<file path="src/rtl/snn_spi_config_loader.sv">
// snn_spi_config_loader: SPI mode-0 frames (4b addr + 8b data, MSB first) to register-file write pulses.
// Define SNN_CFG_AUTO_INC_EN for burst mode (further bytes go to addr+1, 4-bit wrap).
module snn_spi_config_loader (
   input  logic       clk,
   input  logic       reset,
   input  logic       cs_n,
   input  logic       sck,
   input  logic       mosi,
   output logic [3:0] cfg_addr,
   output logic [7:0] cfg_data,
   output logic       cfg_we,
   output logic       busy,
   output logic       frame_err,
   output logic [7:0] write_count
);
   localparam logic [2:0] ARM   = 3'd0;
   localparam logic [2:0] IDLE  = 3'd1;
   localparam logic [2:0] ADDR  = 3'd2;
   localparam logic [2:0] DATA  = 3'd3;
   localparam logic [2:0] WRITE = 3'd4;
   localparam logic [2:0] HOLD  = 3'd5;
   logic [1:0] cs_s_q, cs_s_d, mosi_s_q, mosi_s_d;
   logic [2:0] sck_s_q, sck_s_d;
   logic [2:0] state_q, state_d, cnt_q, cnt_d;
   logic [3:0] addr_sr_q, addr_sr_d, cfg_addr_q, cfg_addr_d;
   logic [7:0] data_sr_q, data_sr_d, cfg_data_q, cfg_data_d;
   logic [7:0] write_count_q, write_count_d;
   logic       cfg_we_q, cfg_we_d, frame_err_q, frame_err_d;
   logic       cs_hi, sck_rise, bit_in, data_abort_err;
`ifdef SNN_CFG_AUTO_INC_EN
   logic       burst_q, burst_d;
   assign data_abort_err = (cnt_q != 3'd0) || !burst_q;
`else
   assign data_abort_err = 1'b1;
`endif
   assign cs_hi    = cs_s_q[1];
   assign sck_rise = sck_s_q[1] & ~sck_s_q[2];
   assign bit_in   = mosi_s_q[1];
   always_comb begin
      cs_s_d        = {cs_s_q[0], cs_n};
      sck_s_d       = {sck_s_q[1:0], sck};
      mosi_s_d      = {mosi_s_q[0], mosi};
      state_d       = state_q;
      cnt_d         = cnt_q;
      addr_sr_d     = addr_sr_q;
      data_sr_d     = data_sr_q;
      cfg_addr_d    = cfg_addr_q;
      cfg_data_d    = cfg_data_q;
      write_count_d = write_count_q;
      cfg_we_d      = 1'b0;
      frame_err_d   = 1'b0;
`ifdef SNN_CFG_AUTO_INC_EN
      burst_d       = burst_q;
`endif
      case (state_q)
         // Leave ARM only once the synchronizer holds post-reset samples, so a frame in flight is dropped.
         ARM: begin
            cnt_d   = (cnt_q == 3'd2) ? cnt_q : cnt_q + 3'd1;
            state_d = (cnt_q == 3'd2 && cs_hi) ? IDLE : ARM;
         end
         IDLE: begin
            cnt_d   = 3'd0;
            state_d = cs_hi ? IDLE : ADDR;
`ifdef SNN_CFG_AUTO_INC_EN
            burst_d = 1'b0;
`endif
         end
         ADDR: begin
            if (sck_rise) begin
               addr_sr_d = {addr_sr_q[2:0], bit_in};
               cnt_d     = (cnt_q == 3'd3) ? 3'd0 : cnt_q + 3'd1;
               state_d   = (cnt_q == 3'd3) ? DATA : ADDR;
            end else if (cs_hi) begin
               state_d     = IDLE;
               frame_err_d = cnt_q != 3'd0;
            end
         end
         DATA: begin
            if (sck_rise) begin
               data_sr_d = {data_sr_q[6:0], bit_in};
               cnt_d     = cnt_q + 3'd1;
               state_d   = (cnt_q == 3'd7) ? WRITE : DATA;
            end else if (cs_hi) begin
               state_d     = IDLE;
               frame_err_d = data_abort_err;
            end
         end
         WRITE: begin
            cfg_we_d      = 1'b1;
            cfg_addr_d    = addr_sr_q;
            cfg_data_d    = data_sr_q;
            write_count_d = (write_count_q == 8'hFF) ? write_count_q : write_count_q + 8'd1;
            state_d       = cs_hi ? IDLE : HOLD;
`ifdef SNN_CFG_AUTO_INC_EN
            if (!cs_hi) begin
               state_d   = DATA;
               addr_sr_d = addr_sr_q + 4'd1;
               burst_d   = 1'b1;
            end
`endif
         end
         HOLD: state_d = cs_hi ? IDLE : HOLD;
         default: state_d = ARM;
      endcase
   end
   always_ff @(posedge clk or posedge reset) begin
      if (reset) begin
         cs_s_q        <= 2'b11;
         sck_s_q       <= 3'b000;
         mosi_s_q      <= 2'b00;
         state_q       <= ARM;
         cnt_q         <= 3'd0;
         addr_sr_q     <= 4'd0;
         data_sr_q     <= 8'd0;
         cfg_addr_q    <= 4'd0;
         cfg_data_q    <= 8'd0;
         write_count_q <= 8'd0;
         cfg_we_q      <= 1'b0;
         frame_err_q   <= 1'b0;
`ifdef SNN_CFG_AUTO_INC_EN
         burst_q       <= 1'b0;
`endif
      end else begin
         cs_s_q        <= cs_s_d;
         sck_s_q       <= sck_s_d;
         mosi_s_q      <= mosi_s_d;
         state_q       <= state_d;
         cnt_q         <= cnt_d;
         addr_sr_q     <= addr_sr_d;
         data_sr_q     <= data_sr_d;
         cfg_addr_q    <= cfg_addr_d;
         cfg_data_q    <= cfg_data_d;
         write_count_q <= write_count_d;
         cfg_we_q      <= cfg_we_d;
         frame_err_q   <= frame_err_d;
`ifdef SNN_CFG_AUTO_INC_EN
         burst_q       <= burst_d;
`endif
      end
   end
   assign cfg_addr    = cfg_addr_q;
   assign cfg_data    = cfg_data_q;
   assign cfg_we      = cfg_we_q;
   assign frame_err   = frame_err_q;
   assign write_count = write_count_q;
   assign busy        = (state_q != IDLE) && (state_q != ARM);
endmodule

</file>
<file path="config.mk">
export PLATFORM = sky130hd
export DESIGN_NAME = snn_spi_config_loader
export DESIGN_NICKNAME = d
export VERILOG_FILES = /design/src/rtl/snn_spi_config_loader.sv
export SDC_FILE = /design/constraint.sdc
export NUM_CORES = 1
export LEC_CHECK = 0
export CAP_MARGIN = 10
export CORE_MARGIN = 2
export CORE_UTILIZATION = 24
export CTS_BUF_LIST = sky130_fd_sc_hd__clkbuf_8
export CTS_CLUSTER_DIAMETER = 100
export DETAILED_ROUTE_END_ITERATION = 16
export GPL_TIMING_DRIVEN = 0
export SYNTH_ARGS = -nofsm -noshare
export SYNTH_HDL_FRONTEND = slang
export SYNTH_SLANG_ARGS = --single-unit
</file>
<file path="constraint.sdc">
create_clock -name clk -period 1.5 [get_ports clk]
set_input_delay 0.15 -clock clk [delete_from_list [all_inputs] [get_ports clk]]
set_output_delay 0.15 -clock clk [all_outputs]
set_load 0.01 [all_outputs]
</file>
Word level (Yosys, flattened, before mapping):

Cells that the tools add are included.
Widths: inputs -> output; s select.

* output and inout port bits: 23
* word-level logic and storage cells: 61
* flip-flop bits (word level): 47

* $add $sub $neg: 2
* bitwise logic cells: 3
* equality and inequality tests: 13
* reduce and logical (&&, ||, !) cells: 11
* muxes and demuxes: 20

Operators with widths (number)
* $mux 3: 9
* $pmux 3 s5: 1
* $eq 3x2->1 const B: 4
* $pmux 3 s4: 1
* $eq 3x3->1 const B: 3
* $add 8x1->8 const B: 1
* $eq 8x8->1 const B: 1
* $mux 1: 7
* $ne 2x2->1 const B: 3
* $reduce_and 2->1: 3
* $reduce_bool 3->1: 2
* $reduce_and 4->1: 1
* $reduce_bool 4->1: 1
* $add 3x1->3 const B: 1
* $eq 3x1->1 const B: 1
* $logic_not 3->1: 1
* $ne 3x1->1 const B: 1
* $logic_and 1x1->1: 2
* $mux 2: 1
* $not 1->1: 2
* $pmux 1 s2: 1
* $reduce_or 2->1: 1
* $and 1x1->1: 1

Longest topological paths before layout:

* depth after elaboration: 4
* gate-level depth with buffers: 7

Worst setup path after synthesis:

OpenSTA, ideal clock, no wires.

* path kind: register to register
* start point: register state_q[0]
* end point: register write_count_q[1], in the netlist write_count[1]
* path slack: -0.073 ns
* cell stages (with the launch flop): 6
* library setup time: 0.125 ns
* data required time: 1.375 ns
* arrival time: 1.448 ns
* cell sequence: dfrtp_1 buf_6 or3b_1 buf_6 a21oi_4 mux2_2

* word-level cells in the longest chain between the ends: 2

Ends and longest elaborated chain
* from (decl): line 24 `logic [2:0] state_q, state_d, cnt_q, cnt_d;`
* from (signal assigned): line 127 `state_q <= state_d;`
* $eq 3x3->1: line 55 `case (state_q)`
* $reduce_and 2->1 (no line)
* to (signal assigned): line 133 `write_count_q <= write_count_d;`
* to (decl): line 27 `logic [7:0] write_count_q, write_count_d;`

No other way between the ends.
A chain may end at the register's enable or synchronous reset.

Worst setup path in the final report:

* start point: register write_count_q[0], in the netlist write_count[0]
* end point: register write_count_q[1], in the netlist write_count[1]

* word-level cells in the longest chain between the ends: 3
* elaborated cells on any way between the ends: 4
* classes of those cells: add/sub: 1; eq/ne: 1; bitwise: 1; reduce/logical: 1

Ends and longest elaborated chain
* parallel branches: the longest is 3 deep, another holds $add 8x1->8

Several ways; the timed one is not identified.

==> results.json <==
{
  "status": "finished, violations left",
  "violations": "setup timing",
  "cts_buffers": 5,
  "multi_input_area_um2": 816,
  "met2_length_mm": 1.79,
  "drt_iter0_drc": 89,
  "drc": 0,
  "layout_setup_ws_ps": -61.6,
  "coreArea_um2": 8260,
  "ir_drop_v": 0.000399,
  "ant_nets": 0,
  "fillCellCount": 856,
  "critPathSlowestCell": "dfrtp_1",
  "grt_max_degree": 38,
  "die_area_um2": 9330,
  "grt_pass1_wl_mm": 6.62,
  "path_cells": "ha_1, and3_2, a21oi_4, mux2_4",
  "muxShareOfSynthArea_pct": 9.36,
  "grt_usage_pct": 8.43,
  "gp_congestion": 0.843,
  "post-route-util_pct": 32.7,
  "vias": 1417,
  "worstSetupPathType": "reg -> reg",
  "maxSlewViolCount": 0,
  "cap_violations": 0,
  "ys_top_cells_by_area": "dfrtp_1 (55%), nand2_1 (7.8%), mux2_2 (7.7%)",
  "grt_setup_unrepaired": "true",
  "cts_sinks": 47,
  "cts_hold_buf": 0,
  "worst_slew_pin_slew_ps": 267,
  "setup_viol": 2,
  "timing.final.crit_share_pct": 104,
  "clk_path_buf_depth": 2,
  "instances_no_fill": 327,
  "synth_top_family_by_area": "simple AND/OR/NAND/NOR gates",
  "cp_num_cells": 4,
  "holdCritPathClass": "in -> async",
  "synth_nets": 192,
  "antenna_cells_inserted": 0,
  "register_area_um2": 1180,
  "start_kind": "register",
  "wl_per_cell_um": 11.4,
  "ys_types": 37,
  "p_sw_share_pct": 28.3,
  "yosys.area.top_type": "dfrtp_1",
  "nets": 234,
  "required_ps": 1680,
  "syn_area_um2": 2060,
  "hpwl_mm": 2.54,
  "first_pass_iters": 4,
  "finClkSkew_ps": 6.50,
  "p_sw_mw": 0.827,
  "cts_tree": "yes",
  "cp_num_buf_inv": 0,
  "cp_top_family": "flip-flops",
  "met3WireLength_um": 160,
  "grt_pass1_vias": 1464,
  "arrival_ps": 1740,
  "synth-simple-area-share_pct": 16.4,
  "port_buffers": 27,
  "syn_to_final_growth_pct": 31.0,
  "comb_power_share_pct": 23.1,
  "gr-total-overflow": 0,
  "ys_seq_area_share_pct": 57.3,
  "final_cell_mix": "dfrtp_1 (43), nand2_1 (42), clkdlybuf4s50_1 (26)",
  "powerDensity_nw_per_um2": 1080,
  "period_needed_ps": 1560,
  "highest_layer": "met4",
  "met1Wirelength_mm": 1.75,
  "critPathMaxFanout": 5,
  "die_y_um": 96.6,
  "ys_warn_count": 0,
  "synthXorXnorAreaFrac_pct": 1.28,
  "htreeDepth": 2,
  "final_common_cell": "dfrtp_1",
  "cts-root-buf": "clkbuf_8",
  "clk_latency_ps": 290,
  "p_int_mw": 2.10,
  "die_x_um": 96.6,
  "p_seq_share_pct": 51.8,
  "drt_wl_total_mm": 3.74,
  "antenna_found_initial": 0,
  "critPathCaptureType": "register",
  "drive_gt1_share_pct": 23.9,
  "synthAdderAreaFrac_pct": 4.86,
  "leakagePower_nw": 1.27,
  "syn_area_per_cell_um2": 11.5,
  "netlist_instances": 179,
  "clk_pin_slew_ps": 90,
  "relSlewSlack_pct": 82.2,
  "p_clk_share_pct": 25.1,
  "r2r_cells": 4,
  "finalHoldViolCount": 0,
  "vias_per_cell": 4.33,
  "max_stage_delay_ps": 440,
  "yosysTopAreaCellShare_pct": 54.7,
  "synth_compound_area_share_pct": 6.69,
  "dp.cells": 312,
  "start_util_pct": 24.9,
  "fmaxAchievable_mhz": 640,
  "num_rows": 33,
  "ys_ff_latch": 47,
  "io_pins": 28
}
-- cell usage after synthesis (all sizes together) --
master / count
dfrtp: 45
nand2: 43
mux2: 15
a21oi: 10
inv: 10
ha: 8
nand4: 6
nor2: 5
buf: 4
nand2b: 3
and3: 2
and4: 2
clkbuf: 2
dfstp: 2
mux2i: 2
nand3: 2
xnor2: 2
a2111oi: 1
a211o: 1
a31oi: 1
clkinv: 1
nand3b: 1
nor2b: 1
nor3: 1
o211a: 1
o21bai: 1
o221a: 1
o221ai: 1
o22ai: 1
o32ai: 1
or2: 1
or3b: 1
xor2: 1
-- state kept, by name (all words and copies together) (netlist names) --
signal,cells
mosi_s_q,2
addr_sr_q,4
cfg_data,8
frame_err,1
cs_s_q,2
data_sr_q,8
cnt_q,3
sck_s_q,3
write_count,8
state_q,3
cfg_we,1
cfg_addr,4
-- final timing paths --
| kind | startpoint | end | slack, ps |
|---|---|---|---|
| worst max-delay path | write_count[0] | write_count[1] | -60 |
| worst min-delay path | reset | cnt_q[0] | 90 |
| worst min register to register | sck_s_q[0] | sck_s_q[1] | 350 |
| max in group asynchronous | reset | write_count[5] | 920 |
| worst max register to register | write_count[0] | write_count[1] | -60 |
| min in group clk | cs_n | cs_s_q[0] | 250 |
-- routing by layer --
layer | vias up | track usage [%]
met1 | 695 | 10.9
met5 | - | 0
met4 | 0 | 2.71
met3 | 5 | 2.75
li1 | 692 | -
met2 | 25 | 13.4
-- kinds of logic after synthesis --
| kind of cell | Yosys count |
|---|---|
| AOI/OAI and AO/OA | 19 |
| xor gates and xnor gates | 3 |
| adders and majority gates | 8 |
| buffers and inverters | 17 |
| DFF | 47 |
| muxes | 17 |
| and+or+nand+nor | 68 |
-- per-stage QoR --
step	worst slack (ps)	hold WS (ps)	TNS, ps	cell area (µm²)	power (mW)
4_1_cts	-114	85.9	-871	2650	2.92
6_report	-61.6	93.1	-86.9	2700	2.92
5_1_grt	-115	121	-937	2700	3.12
3_5_place_dp	-111	335	-1700	2490	2.12
3_3_place_gp	-711	337	-33960	2470	2.09
2_1_floorplan	-58.3	154	-125	2070	1.96
-- what timing repair did --
| action | 4_1_cts | 5_1_grt |
|---|---|---|
| endpoints found under the setup margin | 26 | 32 |
| gates resized for setup | 14 | 10 |
| pin swaps | 4 | 4 |
| setup buffers | 5 | 3 |
-- layout make-up --
| class | count | area share [%] |
|---|---|---|
| repair buffers | 36 | 14.1 |
| clock inverters | 3 | 0.603 |
| well taps | 105 | 4.87 |
| inverters | 11 | 2.00 |
| clock buffers | 5 | 2.55 |
| plain buffers | 5 | 1.81 |
| flip-flops and latches | 47 | 43.8 |
| multi-input cells | 115 | 30.3 |
-- power by group through the flow --
stage                     clock (mW)  combinational [mW]  sequential [mW]
after floorplan                    0               0.451             1.51
after detailed placement           0               0.589             1.53
after global routing           0.831               0.755             1.54
final                          0.734               0.675             1.52
after global placement             0               0.570             1.52
after CTS                      0.775               0.639             1.51
(Power assumes the default switching activity.)
